## config.mk

```make
export PLATFORM = sky130hd
export DESIGN_NAME = arb_burst_requester
export DESIGN_NICKNAME = d
export VERILOG_FILES = /design/src/rtl/arb_burst_requester.sv
export SDC_FILE = /design/constraint.sdc
export NUM_CORES = 1
export LEC_CHECK = 0
export CAP_MARGIN = 15
export CORE_MARGIN = 2
export CORE_UTILIZATION = 38
export DETAILED_ROUTE_END_ITERATION = 16
export PLACE_DENSITY_LB_ADDON = 0.12
export RECOVER_POWER = 100
export SYNTH_ARGS = -nofsm -noshare
export SYNTH_HDL_FRONTEND = slang
export SYNTH_SLANG_ARGS = --single-unit
```

## constraint.sdc

```tcl
create_clock -name clk -period 2.24 [get_ports clk]
set_input_delay 0.56 -clock clk [delete_from_list [all_inputs] [get_ports clk]]
set_output_delay 0.56 -clock clk [all_outputs]
set_load 0.02 [all_outputs]
```

## src/rtl/arb_burst_requester.sv

```systemverilog
// Requester-side agent for a 4-channel round-robin arbiter.
// Takes one burst-write command at a time, requests the shared bus and
// streams the beats while its grant bit is high. It then drops req for one
// cycle so that the arbiter can rotate to the next channel.
module arb_burst_requester #(
  parameter int CH_ID  = 0,
  parameter int DATA_W = 16,
  parameter int ADDR_W = 12,
  parameter int LEN_W  = 4
) (
  input  logic              clk,
  input  logic              rst_n,
  input  logic              cmd_valid,
  output logic              cmd_ready,
  input  logic [ADDR_W-1:0] cmd_addr,
  input  logic [LEN_W-1:0]  cmd_len,
  input  logic [DATA_W-1:0] wdata,
  input  logic              wvalid,
  output logic              wready,
  output logic              req,
  input  logic [3:0]        grant,
  output logic              bus_valid,
  input  logic              bus_ready,
  output logic [ADDR_W-1:0] bus_addr,
  output logic [DATA_W-1:0] bus_data,
  output logic              bus_last,
  output logic              done,
  output logic [7:0]        wait_cnt
);

  typedef enum logic [1:0] {
    S_IDLE = 2'd0,
    S_REQ  = 2'd1,
    S_XFER = 2'd2,
    S_REL  = 2'd3
  } state_t;

  state_t            state_q, state_d;
  logic [ADDR_W-1:0] base_q,  base_d;
  logic [LEN_W-1:0]  len_q,   len_d;
  logic [LEN_W-1:0]  cnt_q,   cnt_d;
  logic [7:0]        wait_q,  wait_d;

  // Only this channel's grant bit matters; the rest of the vector is
  // folded into a throw-away signal.
  logic g;
  logic unused_grant;
  assign g            = grant[CH_ID];
  assign unused_grant = ^grant;

  // Stall counter stops at all-ones instead of wrapping.
  function automatic logic [7:0] sat_inc(input logic [7:0] v);
    return (v == 8'hFF) ? v : v + 8'd1;
  endfunction

  assign wait_cnt = wait_q;

  // Next-state and output decode; all outputs derive from registered state
  // plus the live handshake inputs during XFER.
  always_comb begin
    state_d   = state_q;
    base_d    = base_q;
    len_d     = len_q;
    cnt_d     = cnt_q;
    wait_d    = wait_q;
    cmd_ready = 1'b0;
    req       = 1'b0;
    done      = 1'b0;
    bus_valid = 1'b0;
    wready    = 1'b0;
    bus_last  = 1'b0;
    bus_data  = wdata;
    bus_addr  = base_q + ADDR_W'(cnt_q);

    case (state_q)
      S_IDLE: begin
        cmd_ready = 1'b1;
        if (cmd_valid) begin
          base_d  = cmd_addr;
          len_d   = cmd_len;
          cnt_d   = '0;
          wait_d  = 8'd0;
          state_d = S_REQ;
        end
      end
      S_REQ: begin
        req = 1'b1;
        if (g) begin
          state_d = S_XFER;
        end else begin
          wait_d = sat_inc(wait_q);
        end
      end
      S_XFER: begin
        req       = 1'b1;
        bus_valid = g & wvalid;
        wready    = g & wvalid & bus_ready;
        bus_last  = (cnt_q == len_q);
        if (!g || !wvalid) begin
          // Lost grant or producer starved: counts as a wait cycle.
          wait_d = sat_inc(wait_q);
        end else if (bus_ready) begin
          cnt_d = cnt_q + LEN_W'(1);
          if (cnt_q == len_q) begin
            state_d = S_REL;
          end
        end
        // g & wvalid & !bus_ready is a bus stall: hold everything.
      end
      S_REL: begin
        // Single req-low cycle that lets the arbiter rotate.
        done    = 1'b1;
        state_d = S_IDLE;
      end
      default: state_d = S_IDLE;
    endcase
  end

  // State and burst context registers with synchronous active-low reset.
  always_ff @(posedge clk) begin
    if (!rst_n) begin
      state_q <= S_IDLE;
      base_q  <= '0;
      len_q   <= '0;
      cnt_q   <= '0;
      wait_q  <= 8'd0;
    end else begin
      state_q <= state_d;
      base_q  <= base_d;
      len_q   <= len_d;
      cnt_q   <= cnt_d;
      wait_q  <= wait_d;
    end
  end

endmodule
```

==> results by group <==
Die
  • Ports: 83
  • DIE WIDTH: 74.86 um
  • Initial core utilization: 39.87%
  • Core area: 4786 um2
  • Die H: 74.86 um
  • Die area: 5604 um2
  • Num rows: 25

Route
  • Detail Route Antenna Nets: 0
  • DRT Pass-1 Iters: 4
  • Via/cell ratio: 4.810
  • Drt drc: 0
  • WL per Instance: 12.14 um
  • Routed WL: 4542 um
  • Via count: 1799
  • Initial detailed-routing violation count: 47

Final layout
  • Post-layout nets: 359
  • Inserted Diodes: 0
  • Fin util: 58.69%
  • Share of layout cells above drive strength 1: 28.34%
  • Layout area overhead: 47.21%

Clock tree
  • Worst skew pair latency: 0.27 ns
  • Hold_buf cts: 0
  • Total CTS buffers: 5
  • CTS tree: built
  • Clock Path Buffers: 2
  • Clock Tree Root: clkbuf_8
  • Worst-path clk slew: 0.07 ns
  • CTS sink count: 30
  • CTS HTree Levels: 2

Global route
  • Total global-route track usage: 17.38%
  • Met3 usage: 4.953%
  • First-pass GRT wire length: 7458 um
  • GR Util met1: 21.55%
  • Gr busiest metal: met2
  • GRT overflow: 0
  • Largest net degree at the start of global routing: 23
  • GRT met2 Usage: 29.43%
  • Number of antenna violations at the first check in global routing: 0
  • Vias in the first global route: 1645

STA
  • Clock Skews: 0.002139 ns
  • Worst Tran Pin Value: 0.4611 ns
  • Endpoints failing setup: 9
  • Worst Hold Margin: 0.4540 ns
  • RSZ-0062 raised after global routing: yes
  • Period utilisation layout: 111.2%
  • Final setup margin: -0.2503 ns
  • Max Fclk: 0.4016 GHz
  • Slew HR: 69.26%
  • Max Slew Vio Count: 0
  • Final worst path period need: 2.490 ns
  • Final Hold Viols: 0

Synthesis
  • Seq/Total Area, Yosys: 31.48%
  • Dominant synthesized flop cell: dfxtp_1
  • Syn nets: 294
  • Post-synth top cells: 42 x nand2_1, 30 x dfxtp_1, 24 x a21oi_1, 16 x buf_4, 16 x inv_1
  • Ys async rst share: 0%
  • Avg Inst Size Synth: 7.917 um2
  • #FFs+latches synth: 30
  • Count leader, synth: nand2_1
  • Yosys Warn Count: 0
  • Synth Cell Area: 1908 um2
  • Number of flops mapped to enable cells by yosys: 0
  • Synth top area cells: dfxtp_1 31%, nand2_1 8.3%, ha_1 7.2%, a21oi_1 6.3%, buf_4 6.3%
  • Largest area contributor in the synthesized netlist: dfxtp_1
  • Netlist cell types: 43
  • Synth top area share: 31.48%
  • Gate Count Post-Synth: 241

Place
  • RePlAce Congestion: 0.8129
  • Hpwl dp: 3284 um
  • PortBufs: 47

Critical path
  • Critical setup path kind: flip-flop to primary output
  • Worst path required time: 1.68 ns
  • CP endpoint kind: primary output
  • CP max FO: 4
  • Critical path arrival: 1.93 ns
  • Startpoint types: flip-flop

Worst hold path
  • HP Class: flip-flop to flip-flop

Outcome
  • Failing checks: setup timing
  • Status: finished with violations

Pwr
  • P per Cell Area: 768.5 nW/um2
  • Leak: 0.001227 uW
  • Power consumption: 2159 uW
  • Maximum VDD drop: 0.0003591 V

Run
  • Number of max-cap violations: 0
-- cell usage in the layout (no fill, tap or decap), types with 6 or more instances in the layout --
cell             instances
dlygate4sd3_1           13
dfxtp_2                  6
dfxtp_1                 23
o21ai_0                  7
nand2_1                 42
a21oi_1                 23
clkdlybuf4s50_1         18
buf_4                   35
inv_1                   15
xor2_1                   7
nand3_1                 11
ha_1                     7
-- stage by stage --
step | TNS (ns) | setup slack (ns) | cell area [um2] | cells
2_1_floorplan | -0.09651 | -0.06110 | 1944 | 241
3_3_place_gp | -4.168 | -0.5425 | 2587 | 363
3_5_place_dp | -4.225 | -0.5642 | 2587 | 363
4_1_cts | -1.233 | -0.3128 | 2749 | 372
5_1_grt | -2.430 | -0.3516 | 2809 | 374
6_report | -1.137 | -0.2503 | 2809 | 374
-- area by class of cell --
class | count | area (um2)
clock buffers | 5 | 68.82
clock inverters | 3 | 40.04
fillers | 472 | 1977
inverters | 16 | 60.06
multi-input cells | 171 | 1250
flip-flops and latches | 30 | 611.8
well taps | 67 | 83.83
repair buffers | 82 | 694.4
-- layer usage --
| metal | share of wire, % | up-vias |
|---|---|---|
| li1 | - | 936 |
| met2 | 48 | 45 |
| met1 | 47 | 814 |
| met5 | 0 | - |
| met3 | 4.0 | 4 |
| met4 | 0.92 | 0 |
-- registers in the layout, indices dropped and copies added (netlist names) --
name      flops
base_q       12
cnt_q         4
len_q         4
state_q       2
wait_cnt      8
-- critical path, cell delays in order, from the launching register on --
cell and delay [ns]:
dfxtp_2 0.35, ha_4 0.14, inv_2 0.04, fa_2 0.36
nor2b_4 0.14, o21ai_4 0.09, a211oi_2 0.24, xor2_2 0.14
buf_4 0.15
-- power by group --
| part | total (uW) | internal (uW) | switching [uW] | leakage, uW |
|---|---|---|---|---|
| Clock | 528 | 327 | 201 | 0.0000579 |
| Combinational | 952 | 438 | 514 | 0.000921 |
| Sequential | 679 | 611 | 67.3 | 0.000248 |
| Total | 2160 | 1380 | 782 | 0.00123 |
-- cells by family (layout without fill, tap and decap cells) --
group,count (synthesis),count (layout),synth area share (%)
AO/OA/AOI/OAI,55,55,17.90
XOR/XNOR,16,16,7.345
adder cells (fa/ha/maj),12,12,8.262
buffers and inverters,40,106,11.08
flip-flops,30,30,31.48
multiplexers,2,2,1.115
AND/OR/NAND/NOR,86,86,22.82
-- worst paths after layout --
kind	from	end	slack [ns]	depth (start not counted)
worst max-delay path	base_q[0]$_SDFFE_PN0P_	bus_addr[8]	-0.25	8
worst min-delay path	base_q[10]$_SDFFE_PN0P_	base_q[10]$_SDFFE_PN0P_	0.45	2
worst max register to register	state_q[0]$_SDFFE_PN0P_	wait_cnt[2]$_SDFFE_PN0P_	0.25	7
worst min register to register	base_q[10]$_SDFFE_PN0P_	base_q[10]$_SDFFE_PN0P_	0.45	2
-- what timing repair did --
item / 4_1_cts / 5_1_grt
resized for setup: 79 / 22
pin swaps: 13 / 6
endpoints found under the setup margin: 16 / 13
buffers inserted: 2 / 2
(Power assumes the default switching activity.)
